### src/rtl/mole_game_core.sv
// Purpose: N-hole whack-a-mole engine: countdown, LFSR-driven waves of 1..2 moles, scoring, misses, game over.
// Latency: all outputs are registered; an input sampled on a clk edge is reflected right after that edge.
// Backpressure: none; tick_1hz/start/clear/hit_vec are single-cycle strobes consumed in the cycle they arrive.
module mole_game_core #(
    parameter int          N_MOLES       = 8,
    parameter int          TICKS_EASY    = 300_000_000,
    parameter int          TICKS_MED     = 200_000_000,
    parameter int          TICKS_HARD    = 100_000_000,
    parameter int          GAP_TICKS     = 25_000_000,
    parameter int          COUNTDOWN_SEC = 3,
    parameter int          GAME_SEC      = 30,
    parameter int          MAX_SCORE     = 99,
    parameter int          MAX_MISSES    = 5,
    parameter int          WRONG_PENALTY = 1,
    parameter logic [15:0] LFSR_SEED     = 16'hACE1
) (
    input  logic               clk,
    input  logic               rst_n,
    input  logic               tick_1hz,
    input  logic               start,
    input  logic               clear,
    input  logic [1:0]         level,
    input  logic [N_MOLES-1:0] hit_vec,
    output logic [N_MOLES-1:0] mole_led,
    output logic [7:0]         score,
    output logic [3:0]         misses,
    output logic [5:0]         sec_left,
    output logic [2:0]         state,
    output logic               hit_pulse,
    output logic               miss_pulse,
    output logic               game_over
);

    typedef enum logic [2:0] {
        S_IDLE      = 3'd0,
        S_COUNTDOWN = 3'd1,
        S_SPAWN     = 3'd2,
        S_UP        = 3'd3,
        S_GAP       = 3'd4,
        S_OVER      = 3'd5
    } state_t;

    localparam logic [N_MOLES-1:0] ONE = {{(N_MOLES-1){1'b0}}, 1'b1};

    state_t             state_q, state_d;
    logic [1:0]         lvl_q, lvl_d;
    logic [15:0]        lfsr_q;
    logic [31:0]        timer_q, timer_d;
    logic [N_MOLES-1:0] mole_q, mole_d;
    logic [7:0]         score_q, score_d;
    logic [3:0]         misses_q, misses_d;
    logic [5:0]         sec_q, sec_d;
    logic               hit_q, hit_d;
    logic               miss_q, miss_d;

    logic [N_MOLES-1:0] good, wrong, led_post, spawn_mask;
    logic [7:0]         idx1, idx2;
    logic [7:0]         score_net;
    logic [31:0]        wave_ticks;
    logic [3:0]         misses_inc;
    logic               miss_limit;
    int                 net;

    function automatic logic [4:0] popcnt(input logic [N_MOLES-1:0] v);
        logic [4:0] c;
        c = 5'd0;
        for (int i = 0; i < N_MOLES; i++) begin
            c = c + 5'(v[i]);
        end
        return c;
    endfunction

    // Free-running Fibonacci LFSR (x^16+x^14+x^13+x^11+1); advancing in every state makes waves depend on player timing
    always_ff @(posedge clk or negedge rst_n) begin
        if (!rst_n) begin
            lfsr_q <= LFSR_SEED;
        end else begin
            lfsr_q <= {lfsr_q[14:0], lfsr_q[15] ^ lfsr_q[13] ^ lfsr_q[12] ^ lfsr_q[10]};
        end
    end

    // Wave placement: second index is offset by 1..N-1 from the first so the two moles never coincide
    always_comb begin
        idx1       = 8'(int'(lfsr_q[7:0]) % N_MOLES);
        idx2       = 8'((int'(idx1) + 1 + (int'(lfsr_q[15:8]) % (N_MOLES - 1))) % N_MOLES);
        spawn_mask = ONE << idx1;
        if (lvl_q[1]) begin
            spawn_mask = spawn_mask | (ONE << idx2);
        end
        case (lvl_q)
            2'd0:    wave_ticks = 32'(TICKS_EASY);
            2'd1:    wave_ticks = 32'(TICKS_MED);
            default: wave_ticks = 32'(TICKS_HARD);
        endcase
    end

    // Hit classification and the netted, saturating score update
    always_comb begin
        good     = hit_vec & mole_q;
        wrong    = hit_vec & ~mole_q;
        led_post = mole_q & ~hit_vec;
        net      = int'(score_q) + int'(popcnt(good))
                 - (((WRONG_PENALTY != 0) && (wrong != '0)) ? 1 : 0);
        if (net < 0) begin
            score_net = 8'd0;
        end else if (net > MAX_SCORE) begin
            score_net = 8'(MAX_SCORE);
        end else begin
            score_net = 8'(net);
        end
        misses_inc = (misses_q == 4'hF) ? 4'hF : misses_q + 4'd1;
        miss_limit = (MAX_MISSES != 0) && (int'(misses_inc) >= MAX_MISSES);
    end

    // Next-state logic: phase FSM, then play-second expiry override, then clear override
    always_comb begin
        state_d  = state_q;
        lvl_d    = lvl_q;
        timer_d  = timer_q;
        mole_d   = mole_q;
        score_d  = score_q;
        misses_d = misses_q;
        sec_d    = sec_q;
        hit_d    = 1'b0;
        miss_d   = 1'b0;

        case (state_q)
            S_IDLE: begin
                sec_d = 6'd0;
                if (start) begin
                    lvl_d   = level;
                    sec_d   = 6'(COUNTDOWN_SEC);
                    state_d = S_COUNTDOWN;
                end
            end
            S_COUNTDOWN: begin
                if (tick_1hz) begin
                    if (sec_q == 6'd1) begin
                        sec_d   = 6'(GAME_SEC);
                        state_d = S_SPAWN;
                    end else begin
                        sec_d = sec_q - 6'd1;
                    end
                end
            end
            S_SPAWN: begin
                mole_d  = spawn_mask;
                timer_d = wave_ticks;
                state_d = S_UP;
            end
            S_UP: begin
                timer_d = timer_q - 32'd1;
                score_d = score_net;
                hit_d   = (good != '0);
                mole_d  = led_post;
                if (led_post == '0) begin
                    timer_d = 32'(GAP_TICKS);
                    state_d = S_GAP;
                end else if (timer_q <= 32'd1) begin
                    // One miss per expired wave, judged on what is still lit after this cycle's hits
                    misses_d = misses_inc;
                    miss_d   = 1'b1;
                    mole_d   = '0;
                    timer_d  = 32'(GAP_TICKS);
                    state_d  = miss_limit ? S_OVER : S_GAP;
                end
            end
            S_GAP: begin
                mole_d  = '0;
                timer_d = timer_q - 32'd1;
                if (timer_q <= 32'd1) begin
                    state_d = S_SPAWN;
                end
            end
            S_OVER: begin
                if (start) begin
                    score_d  = 8'd0;
                    misses_d = 4'd0;
                    lvl_d    = level;
                    sec_d    = 6'(COUNTDOWN_SEC);
                    state_d  = S_COUNTDOWN;
                end
            end
            default: begin
                state_d = S_IDLE;
            end
        endcase

        // Last play second beats wave events; a hit in the same cycle keeps its score and pulse
        if ((state_q == S_SPAWN || state_q == S_UP || state_q == S_GAP) && tick_1hz) begin
            if (sec_q == 6'd1) begin
                sec_d    = 6'd0;
                mole_d   = '0;
                miss_d   = 1'b0;
                misses_d = misses_q;
                state_d  = S_OVER;
            end else begin
                sec_d = sec_q - 6'd1;
            end
        end

        if (clear) begin
            score_d  = 8'd0;
            misses_d = 4'd0;
            mole_d   = '0;
            sec_d    = 6'd0;
            hit_d    = 1'b0;
            miss_d   = 1'b0;
            state_d  = S_IDLE;
        end
    end

    // State and output registers
    always_ff @(posedge clk or negedge rst_n) begin
        if (!rst_n) begin
            state_q  <= S_IDLE;
            lvl_q    <= 2'd0;
            timer_q  <= 32'd0;
            mole_q   <= '0;
            score_q  <= 8'd0;
            misses_q <= 4'd0;
            sec_q    <= 6'd0;
            hit_q    <= 1'b0;
            miss_q   <= 1'b0;
        end else begin
            state_q  <= state_d;
            lvl_q    <= lvl_d;
            timer_q  <= timer_d;
            mole_q   <= mole_d;
            score_q  <= score_d;
            misses_q <= misses_d;
            sec_q    <= sec_d;
            hit_q    <= hit_d;
            miss_q   <= miss_d;
        end
    end

    assign mole_led   = mole_q;
    assign score      = score_q;
    assign misses     = misses_q;
    assign sec_left   = sec_q;
    assign state      = state_q;
    assign hit_pulse  = hit_q;
    assign miss_pulse = miss_q;
    assign game_over  = (state_q == S_OVER);

endmodule
### config.mk
export PLATFORM = sky130hd
export DESIGN_NAME = mole_game_core
export DESIGN_NICKNAME = d
export VERILOG_FILES = /design/src/rtl/mole_game_core.sv
export SDC_FILE = /design/constraint.sdc
export NUM_CORES = 1
export LEC_CHECK = 0
export CAP_MARGIN = 20
export CORE_MARGIN = 1
export CORE_UTILIZATION = 35
export CTS_CLUSTER_DIAMETER = 80
export CTS_CLUSTER_SIZE = 30
export DETAILED_ROUTE_END_ITERATION = 16
export DONT_BUFFER_PORTS = 1
export PLACE_DENSITY = 0.46
export SLEW_MARGIN = 20
export SYNTH_ARGS = -nofsm -noshare
export SYNTH_HDL_FRONTEND = slang
export SYNTH_SLANG_ARGS = --single-unit
### constraint.sdc
create_clock -name clk -period 7.6 [get_ports clk]
set_input_delay 1.52 -clock clk [delete_from_list [all_inputs] [get_ports clk]]
set_output_delay 1.52 -clock clk [all_outputs]
set_load 0.02 [all_outputs]
==> results of run 1 <==
==> logic make-up (layout without fill, tap and decap cells) <==
logic type,count (synthesis),after routing,synth area share (%)
AO/OA/AOI/OAI,197,197,22.6
flip-flops,81,81,34.5
XOR/XNOR,28,28,4.15
AND/OR/NAND/NOR,266,266,22.4
adder cells (fa/ha/maj),47,47,10.8
multiplexers,4,4,0.699
buffers and inverters,73,70,4.91
==> layout make-up <==
cell class | count | area, sq um
Fill cell | 1731 | 10100
Tap cell | 220 | 275
Sequential cell | 81 | 2040
Clock buffer | 12 | 267
Multi-Input combinational cell | 542 | 3590
Clock inverter | 3 | 15.0
Inverter | 54 | 203
Timing Repair Buffer | 1 | 7.51
==> cells in the mapped netlist (6+ instances only) <==
library cell,count
nor2b_1,10
nand2_1,69
xor2_1,10
nand3_1,18
nor3_1,25
o22ai_1,10
nor4_1,13
a21o_1,9
a21oi_1,60
a22o_1,10
a31oi_1,8
dfrtp_1,73
clkbuf_1,14
and2_1,7
o21ai_0,37
nand4_1,6
nand2b_1,11
fa_1,7
ha_1,39
inv_1,53
dfstp_2,8
nor2_1,71
xnor2_1,18
==> power groups by stage <==
stage | Combinational (mW) | Clock (mW) | Sequential, mW
final | 0.192 | 0.421 | 0.576
after global placement | 0.187 | 0 | 0.579
after global routing | 0.219 | 0.456 | 0.587
after CTS | 0.191 | 0.437 | 0.574
after floorplan | 0.153 | 0 | 0.559
after detailed placement | 0.190 | 0 | 0.581
==> per-layer routing <==
metal  share of wire (%)  vias up  routed length [microns]
met3                 4.4       34                      709
met5                   0        -                        0
met4                 3.2        0                      512
met2                  46       96                     7470
met1                  46     2529                     7520
li1                    -     2500                        -
==> stage by stage <==
step,hold WS [ns],setup slack (ns)
3_5_place_dp,0.339,1.15
3_3_place_gp,0.337,1.29
5_1_grt,0.355,1.01
6_report,0.351,1.50
2_1_floorplan,0.331,1.59
4_1_cts,0.353,1.53
==> path summary, 6_finish.rpt <==
kind / endpoint / slack [ns] / depth (start not counted)
min reg2reg: lfsr_q[4]$_DFF_PN0_ / 0.35 / 0
min in group asynchronous: lfsr_q[2]$_DFF_PN0_ / 0.86 / 0
max: score[4]$_DFFE_PN0P_ / 1.50 / 19
min: lfsr_q[4]$_DFF_PN0_ / 0.35 / 0
max in group asynchronous: lfsr_q[7]$_DFF_PN1_ / 6.51 / 0
max reg2reg: mole_led[6]$_DFF_PN0_ / 1.51 / 26
==> state kept, by name (all words and copies together) (netlist names) <==
register,cells
timer_q,32
lfsr_q,16
mole_led,8
score,8
sec_left,6
misses,4
state,3
lvl_q,2
hit_pulse,1
miss_pulse,1
==> worst reg2reg max path, cell delays in order (launching register included) <==
cell	delay, ns
dfrtp_1	0.62
nand2_1	0.17
inv_1	0.12
ha_1	0.26
nand2b_1	0.17
a222oi_1	0.56
a21oi_2	0.15
o21ai_4	0.21
a21boi_4	0.28
ha_1	0.31
nand2_1	0.07
a211oi_1	0.27
nor3_1	0.15
a21boi_0	0.16
xnor2_1	0.24
ha_1	0.25
inv_1	0.06
o21ba_4	0.22
xnor2_1	0.16
ha_1	0.17
inv_1	0.05
fa_1	0.36
xor2_1	0.17
or2_2	0.32
nor4_1	0.21
o211ai_1	0.16
a21oi_1	0.15
==> run metrics, run 1 <==
Overflow after GRT 0; Post-synth ARST share 100%; Tot GR Track Use 19.3%; WP data required 7.83 ns; Clock Path Buffers 2; met1 Use GR 25.3%; unrepaired setup endpoints after global routing no; global-route wire length before repair 26.7 mm; CTS tree built; # DRC 0; DP HPWL 12.0 mm; Post-synth top flop dfrtp_1; core area 16500 sq um; CP endpoint kind flop; total number of vias 5159; post-synth top area cell dfrtp_1; outcome completed; antenna-violating nets left 0; sequential share of the synthesized area 34.5%; CP delay by family, top adder cells; Pwr Total 1.19 mW; max cap viols 0; critical path type input pin to flop; synthesized net count 757; mapped cell area 5910 sq um; combinational power share 16.1%; Top Ports 47; Area growth, synth to finish 8.17%; Starting Density 35.8%; layout cells sized above 1 5.92%; cells after synthesis 696; first drt pass iteration count 5; Pleak 2.63 nW; Root Buffer clkbuf_16; top-area cell type share of the netlist area 30.9%; crit path DAT 6.33 ns; clock latency on the worst-skew pair 0.35 ns; post-DR wirelength/cell 17.8 microns; clock network power share 35.4%; Die Span Y 132 microns; clock sinks 81; # hold bufs at CTS 0; grt peak-use layer met2; nets@finish 750; most frequent cells in the layout dfrtp_1, nor2_1, nand2_1; Final Hold Vio Count 0; final cell count without fillers 913; IO Port Bufs 0; power share of the sequential group 48.5%; Die W 132 microns; DRT Wirelength 16.2 mm; CP most frequent cell fa_1; switching share of power 31.3%; HP Start lfsr_q[3]$_DFF_PN0_; max incr delay on CP 0.55 ns; Synth Area per Inst 8.49 sq um; RD Place Congestion 0.837; met2 GRT Util 30.4%; Post-DP Area 6100 sq um; crit-path cells inv_1 -> o22ai_1 -> or4_1 -> ha_1 -> fa_1 -> fa_1 -> inv_1 -> fa_1 -> fa_1 -> a21o_1 -> a21oi_1 -> o21bai_1 -> a21oi_1 -> nor2b_1 -> nor2_1 -> nor2_1 -> o21bai_1 -> nand2_1 -> o41ai_1; die footprint 17400 sq um; WP buf/inv 2; #FFs+latches synth 81; synth top area cells dfrtp_1, ha_1, a21oi_1; # setup viols final 0; # Post-CTS Setup Buffers 0; initial antenna violation count 0; # H-tree levels 3; vias in the first global route 5076; Max IR drop VDD 0.121 mV; num rows 47; CP startpoint kind input pin; fin util 38.7%; Final Max Slew Viols 0; Int Pwr 0.816 mW; Rel. slew slack 32.7%; Via-to-Cell Ratio 5.65; slowest CP cell or4_1; post_cts resized 0; Placed Instances 898; minimum clock period 6.10 ns; Initial DRC Count 202; Crit. Startpoint hit_vec[6]; Reg clk slew, reported paths 0.06 ns; crit path max fanout 5; period utilization 80.3%; Setup TNS Final 0 ns; yosys warns 0; Critical R2R Launch lfsr_q[14]$_DFF_PN0_; Final Instance Area 6390 sq um; Fin Clk Skew 0.00764 ns; largest net degree at the start of global routing 82; HP Class flop to flop; Antenna Cells 0; Yosys cell types 83; Pwr Density 186 nW/um^2; FMAX 164 MHz; switching pwr 0.372 mW; M3 GR Usage 3.77%; Worst-Margin Slew 1.01 ns; number of synthesized flops with an enable pin 0; CTS buffer count 9; commonest non-fill, non-tap cell in the layout dfrtp_1
Power figures use the tool's default switching activity.
==> inputs of run 2 (changes only) <==
==> constraint.sdc (replaced) <==
create_clock -name clk -period 6.07 [get_ports clk]
set_input_delay 1.214 -clock clk [delete_from_list [all_inputs] [get_ports clk]]
set_output_delay 1.214 -clock clk [all_outputs]
set_load 0.02 [all_outputs]
==> run 2 against run 1 <==
  * Largest power group unchanged
  * First-iteration DRC count increased by 22%
  * Largest cell class unchanged
  * Clock skew decreased by 0.00053 ns
  * Sequential cell count unchanged
  * Global-route usage increased by 0.24 points
  * Non-clock buffer count increased by 7
  * Power increased by 24%
  * Worst setup slack got worse by 1.2 ns
  * Worst hold slack about the same
  * Combinational power increased by 26%
  * Sequential share of layout area decreased by 0.33 points
  * Critical endpoint is now mole_led[6]$_DFF_PN0_
  * Register-to-register slack got worse by 1.2 ns
  * Final cell count increased by 0.88%
==> run metrics, run 2 (same netlist as run 1, synthesis figures left out) <==
fin util 39.1% (was 38.7%); # DRC 0 (unchanged); layout cells sized above 1 6.99% (was 5.92%); die footprint 17400 sq um (unchanged); unrepaired setup endpoints after global routing yes (was no); Top Ports 47 (unchanged); Final Max Slew Viols 0 (unchanged); Setup TNS Final 0 ns (unchanged); worst hold slack 0.351 ns (about the same); antenna-violating nets left 0 (unchanged); WP data required 6.33 ns (was 7.83 ns); Tot GR Track Use 19.6% (was 19.3%); clock latency on the worst-skew pair 0.34 ns (was 0.35 ns); commonest non-fill, non-tap cell in the layout dfrtp_1 (unchanged); Final Instance Area 6460 sq um (was 6390 sq um); outcome completed (unchanged); Max IR drop VDD 0.184 mV (was 0.121 mV); Antenna Cells 0 (unchanged); initial antenna violation count 0 (unchanged); Worst-Margin Slew 1.11 ns (was 1.01 ns); # H-tree levels 3 (unchanged); nets@finish 757 (was 750); DRT Wirelength 16.4 mm (was 16.2 mm); Clock Path Buffers 2 (unchanged); critical path type flop to flop (was input pin to flop); period utilization 94.6%; # setup viols final 0 (unchanged); Initial DRC Count 247 (was 202); largest net degree at the start of global routing 82 (unchanged); Final Hold Vio Count 0 (unchanged); Largest Register timer_q (unchanged); Area growth, synth to finish 9.32% (was 8.17%); Fin Clk Skew 0.00710 ns (was 0.00764 ns); Pwr Density 229 nW/um^2 (was 186 nW/um^2); max cap viols 0 (unchanged); max FFs per register 32 (unchanged); Reg clk slew, reported paths 0.06 ns (about the same); Rel. slew slack 25.6% (was 32.7%); clock sinks 81 (unchanged); CTS buffer count 9 (unchanged); Overflow after GRT 0 (unchanged); CP endpoint kind flop (unchanged); Post-DP Area 6130 sq um (was 6100 sq um); Pwr Total 1.48 mW (was 1.19 mW); CTS tree built (unchanged); Via-to-Cell Ratio 5.65 (about the same); CP startpoint kind flop (was input pin); RD Place Congestion 0.816 (was 0.837); Starting Density 35.8% (unchanged); Pleak 2.64 nW (was 2.63 nW); Root Buffer clkbuf_16 (unchanged); Die W 132 microns (unchanged); core area 16500 sq um (unchanged); FMAX 174 MHz; IO Port Bufs 0 (unchanged); most frequent cells in the layout dfrtp_1, nor2_1, nand2_1 (unchanged); largest registers timer_q x32, lfsr_q x16 (unchanged); minimum clock period 5.74 ns; crit path DAT 6.00 ns (was 6.33 ns); global-route wire length before repair 26.9 mm (was 26.7 mm); crit path max fanout 9 (was 5); HP Class flop to flop (unchanged); num rows 47 (unchanged); total number of vias 5208 (was 5159); post-DR wirelength/cell 17.8 microns (about the same); DP HPWL 12.0 mm (about the same); first drt pass iteration count 5 (unchanged); vias in the first global route 5029 (was 5076); Die Span Y 132 microns (unchanged)
-- run 2: cell types whose count changed in the layout (fill, tap and decap cells not counted), moves of 2 or more --
cell      previous run  this run
ha_1                39        36
buf_4                1         8
clkbuf_1             0         5
ha_2                 0         2
clkinv_2             3         0
-- run 2: report_power, final --
part	switching, mW	total (mW)	internal, mW
clock network	0.213	0.514	0.301
logic	0.143	0.242	0.0992
registers	0.106	0.723	0.617
-- run 2: routing by layer --
layer	vias up	global-route usage, %	part of all wire (%)	wire length [microns]
li1	2517	-	-	-
met5	-	0	0	0
met2	112	31.7	48	7820
met3	22	4.00	4.7	775
met1	2557	25.7	45	7410
met4	0	7.36	2.3	369
-- run 2: area by class of cell --
class / instances / area, sq um
clock buffers: 16 / 272
multi-input cells: 542 / 3610
fillers: 1706 / 10100
well taps: 220 / 275
flip-flops and latches: 81 / 2040
inverters: 54 / 203
repair buffers: 8 / 60.1
-- run 2: timing repair --
item,4_1_cts,5_1_grt
setup buffers,0,3
hold buffers,0,0
resized for setup,0,6
endpoints found under the setup margin,0,8
-- run 2: worst max-delay path: stages, from the launching register on --
cell	delay, ns
dfstp_2	0.61
nand2_1	0.12
inv_1	0.11
ha_2	0.29
nand2b_1	0.17
a222oi_1	0.37
buf_4	0.20
a21oi_2	0.06
o21ai_4	0.20
a21boi_4	0.27
ha_4	0.20
nand2_1	0.07
a211oi_2	0.21
nor3_2	0.10
a21boi_0	0.15
xnor2_1	0.26
ha_2	0.25
inv_1	0.05
o21ba_4	0.22
xnor2_1	0.17
ha_1	0.17
inv_1	0.04
fa_1	0.36
xor2_1	0.18
or2_2	0.32
nor4_1	0.20
o211ai_1	0.17
a21oi_1	0.16
-- run 2: metrics by stage --
step	setup WS (ns)	cells
global route	-0.0759	921
finish	0.327	921
CTS	0.105	918
global placement	0.187	902
detailed placement	0.0511	902
floorplan	0.363	696
-- run 2: path summary, 6_finish.rpt --
kind	slack, ns	cells after the start	from	end
min	0.35	0	lfsr_q[3]$_DFF_PN0_	lfsr_q[4]$_DFF_PN0_
max in group asynchronous	5.28	0	rst_n	lfsr_q[15]$_DFF_PN1_
max reg2reg	0.33	27	lfsr_q[13]$_DFF_PN1_	mole_led[6]$_DFF_PN0_
max	0.33	27	lfsr_q[13]$_DFF_PN1_	mole_led[6]$_DFF_PN0_
min in group asynchronous	0.56	0	rst_n	lfsr_q[9]$_DFF_PN0_
min reg2reg	0.35	0	lfsr_q[3]$_DFF_PN0_	lfsr_q[4]$_DFF_PN0_
==> inputs of run 3 (changes only) <==
--- a/config.mk
+++ b/config.mk
@@ -9,7 +9,7 @@
 export CORE_MARGIN = 1
 export CORE_UTILIZATION = 35
 export CTS_CLUSTER_DIAMETER = 80
-export CTS_CLUSTER_SIZE = 30
+export CTS_CLUSTER_SIZE = 14
 export DETAILED_ROUTE_END_ITERATION = 16
 export DONT_BUFFER_PORTS = 1
 export PLACE_DENSITY = 0.46
==> constraint.sdc (replaced) <==
create_clock -name clk -period 5.6 [get_ports clk]
set_input_delay 1.12 -clock clk [delete_from_list [all_inputs] [get_ports clk]]
set_output_delay 1.12 -clock clk [all_outputs]
set_load 0.02 [all_outputs]
==> run 3 against run 2 <==
  * Clock-buffer cell count decreased by 6
  * Largest cell class unchanged
  * Die area unchanged
  * Global-route usage increased by 0.23 points
  * Highest routed layer unchanged
  * Clock skew increased by 0.0011 ns
  * Power increased by 11%
  * Worst hold slack about the same
  * Critical path depth decreased by 9
  * Combinational power increased by 9.9%
  * Worst setup slack got worse by 0.094 ns
  * Sequential power increased by 8.2%
  * Largest power group unchanged
  * Sequential cell count unchanged
  * Cell area increased by 4.5%
==> run metrics, run 3 (same netlist as run 1, synthesis figures left out) <==
Clock Path Buffers 2 (unchanged); Root Buffer clkbuf_16 (unchanged); crit-path cells inv_1 -> o22ai_1 -> or4_1 -> ha_1 -> fa_1 -> fa_1 -> inv_1 -> fa_1 -> a21o_1 -> a21oi_2 -> o21bai_1 -> a21oi_2 -> o21bai_1 -> a21o_1 -> a31oi_1 -> xnor2_1 -> or3_4 -> o41ai_2; switching share of power 31.4% (was 31.2%); Final Hold Vio Count 0 (unchanged); # DRC 0 (unchanged); antenna-violating nets left 0 (unchanged); clock network power share 36.3% (was 34.7%); CTS tree built (unchanged); period utilization 95.8%; nets@finish 781 (was 757); Die Span Y 132 microns (unchanged); WP data required 5.85 ns (was 6.33 ns); CTS buffer count 9 (unchanged); Int Pwr 1.13 mW (was 1.02 mW); vias in the first global route 5113 (was 5029); Reg clk slew, reported paths 0.06 ns (about the same); Pwr Density 244 nW/um^2 (was 229 nW/um^2); die footprint 17400 sq um (unchanged); Die W 132 microns (unchanged); Starting Density 35.8% (unchanged); Worst-Margin Slew 1.05 ns (was 1.11 ns); Rel. slew slack 29.4% (was 25.6%); Antenna Cells 0 (unchanged); Fin Clk Skew 0.00823 ns (was 0.00710 ns); Top Ports 47 (unchanged); # setup viols final 0 (unchanged); CP endpoint kind flop (unchanged); crit path DAT 5.61 ns (was 6.00 ns); max FFs per register 32 (unchanged); outcome completed (unchanged); Pleak 2.82 nW (was 2.64 nW); Via-to-Cell Ratio 5.59 (was 5.65); DRT Wirelength 17.0 mm (was 16.4 mm); largest net degree at the start of global routing 82 (unchanged); total number of vias 5271 (was 5208); CP most frequent cell fa_1 (was inv_1); first drt pass iteration count 4 (was 5); highest metal used met4 (unchanged); M1 wire length 7.87 mm (was 7.41 mm); switching pwr 0.516 mW (was 0.462 mW); power share of the sequential group 47.5% (was 48.9%); minimum clock period 5.37 ns; num rows 47 (unchanged); clock latency on the worst-skew pair 0.35 ns (was 0.34 ns); core area 16500 sq um (unchanged); critical path type input pin to flop (was flop to flop); layout cells sized above 1 12.7% (was 6.99%); commonest non-fill, non-tap cell in the layout dfrtp_1 (unchanged); post-DR wirelength/cell 18.0 microns (was 17.8 microns); Initial DRC Count 292 (was 247); CP startpoint kind input pin (was flop); DP HPWL 12.3 mm (was 12.0 mm); fin util 40.8% (was 39.1%); unrepaired setup endpoints after global routing no (was yes); Max IR drop VDD 0.176 mV (was 0.184 mV); WP buf/inv 2 (was 4); WL met2 8.01 mm (was 7.82 mm); global-route wire length before repair 27.1 mm (was 26.9 mm); Largest Register timer_q (unchanged); Overflow after GRT 0 (unchanged); clock sinks 81 (unchanged); # hold bufs at CTS 0 (unchanged); max incr delay on CP 0.55 ns (was 0.61 ns); initial antenna violation count 0 (unchanged); FMAX 186 MHz; CP delay by family, top adder cells (was compound AO/OA/AOI/OAI gates); max cap viols 0 (unchanged); combinational power share 16.1% (was 16.4%); RD Place Congestion 0.849 (was 0.816); IO Port Bufs 0 (unchanged); largest registers timer_q x32, lfsr_q x16 (unchanged); Final Max Slew Viols 0 (unchanged); Pwr Total 1.65 mW (was 1.48 mW); Area growth, synth to finish 14.2% (was 9.32%); most frequent cells in the layout dfrtp_1, nor2_1, nand2_1 (unchanged); DR WL met3 712 microns (was 775 microns); slowest CP cell or4_1 (was dfstp_2); HP Class flop to flop (unchanged); crit path max fanout 3 (was 9); # H-tree levels 3 (unchanged); Tot GR Track Use 19.8% (was 19.6%)
## run 3: area by class of cell
class                      count  area (sq um)
sequential                    81          2040
clock inverter                 4          45.0
multi-input combinational    542          3710
tap                          220           275
fill                        1704          9780
inverter                      54           203
timing repair buffer          32           240
clock buffer                  10           239
## run 3: worst paths after layout
check / slack, ns / endpoint / start / cells past startpoint
worst max register to register: 0.33 / mole_led[6]$_DFF_PN0_ / lfsr_q[13]$_DFF_PN1_ / 27
worst min register to register: 0.35 / lfsr_q[5]$_DFF_PN1_ / lfsr_q[4]$_DFF_PN0_ / 0
max in group asynchronous: 4.88 / lfsr_q[15]$_DFF_PN1_ / rst_n / 0
worst max-delay path: 0.23 / score[3]$_DFFE_PN0P_ / hit_vec[1] / 18
worst min-delay path: 0.35 / lfsr_q[5]$_DFF_PN1_ / lfsr_q[4]$_DFF_PN0_ / 0
min in group asynchronous: 0.46 / lfsr_q[9]$_DFF_PN0_ / rst_n / 0
## run 3: per-layer routing
metal  vias to the layer above  global-route usage, %
met5                         -                      0
met4                         0                   7.75
met3                        26                   4.65
met2                        99                   31.8
met1                      2576                   25.7
li1                       2570                      -
## run 3: worst register-to-register path: cells and delay by family (launching register included)
family	cells	cell delay, ns
XOR/XNOR	3	0.59
AND/OR/NAND/NOR	6	0.84
flip-flops	1	0.53
adder cells (fa/ha/maj)	5	1.23
buffers and inverters	4	0.38
AO/OA/AOI/OAI	9	1.65
## run 3: per-stage QoR
stage,instance area (sq um),worst slack [ns],cells,TNS [ns],hold WS [ns]
after floorplan,5910,0.0607,696,0,0.331
after global placement,6310,-0.186,925,-0.869,0.335
after detailed placement,6310,-0.320,925,-1.61,0.337
after CTS,6620,0.0182,940,0,0.351
after global routing,6750,0.00415,943,0,0.355
final,6750,0.233,943,0,0.351
## run 3: power groups by stage
stage	sequential [mW]	clock, mW	combinational (mW)
after floorplan	0.759	0	0.208
after global placement	0.786	0	0.260
after detailed placement	0.788	0	0.264
after CTS	0.779	0.616	0.265
after global routing	0.796	0.635	0.301
final	0.782	0.598	0.266
## run 3: what timing repair did
item,CTS,global route
buffers inserted,1,3
endpoints found under the setup margin,2,15
gates cloned,0,0
gates resized for setup,3,24
pin swaps,1,12
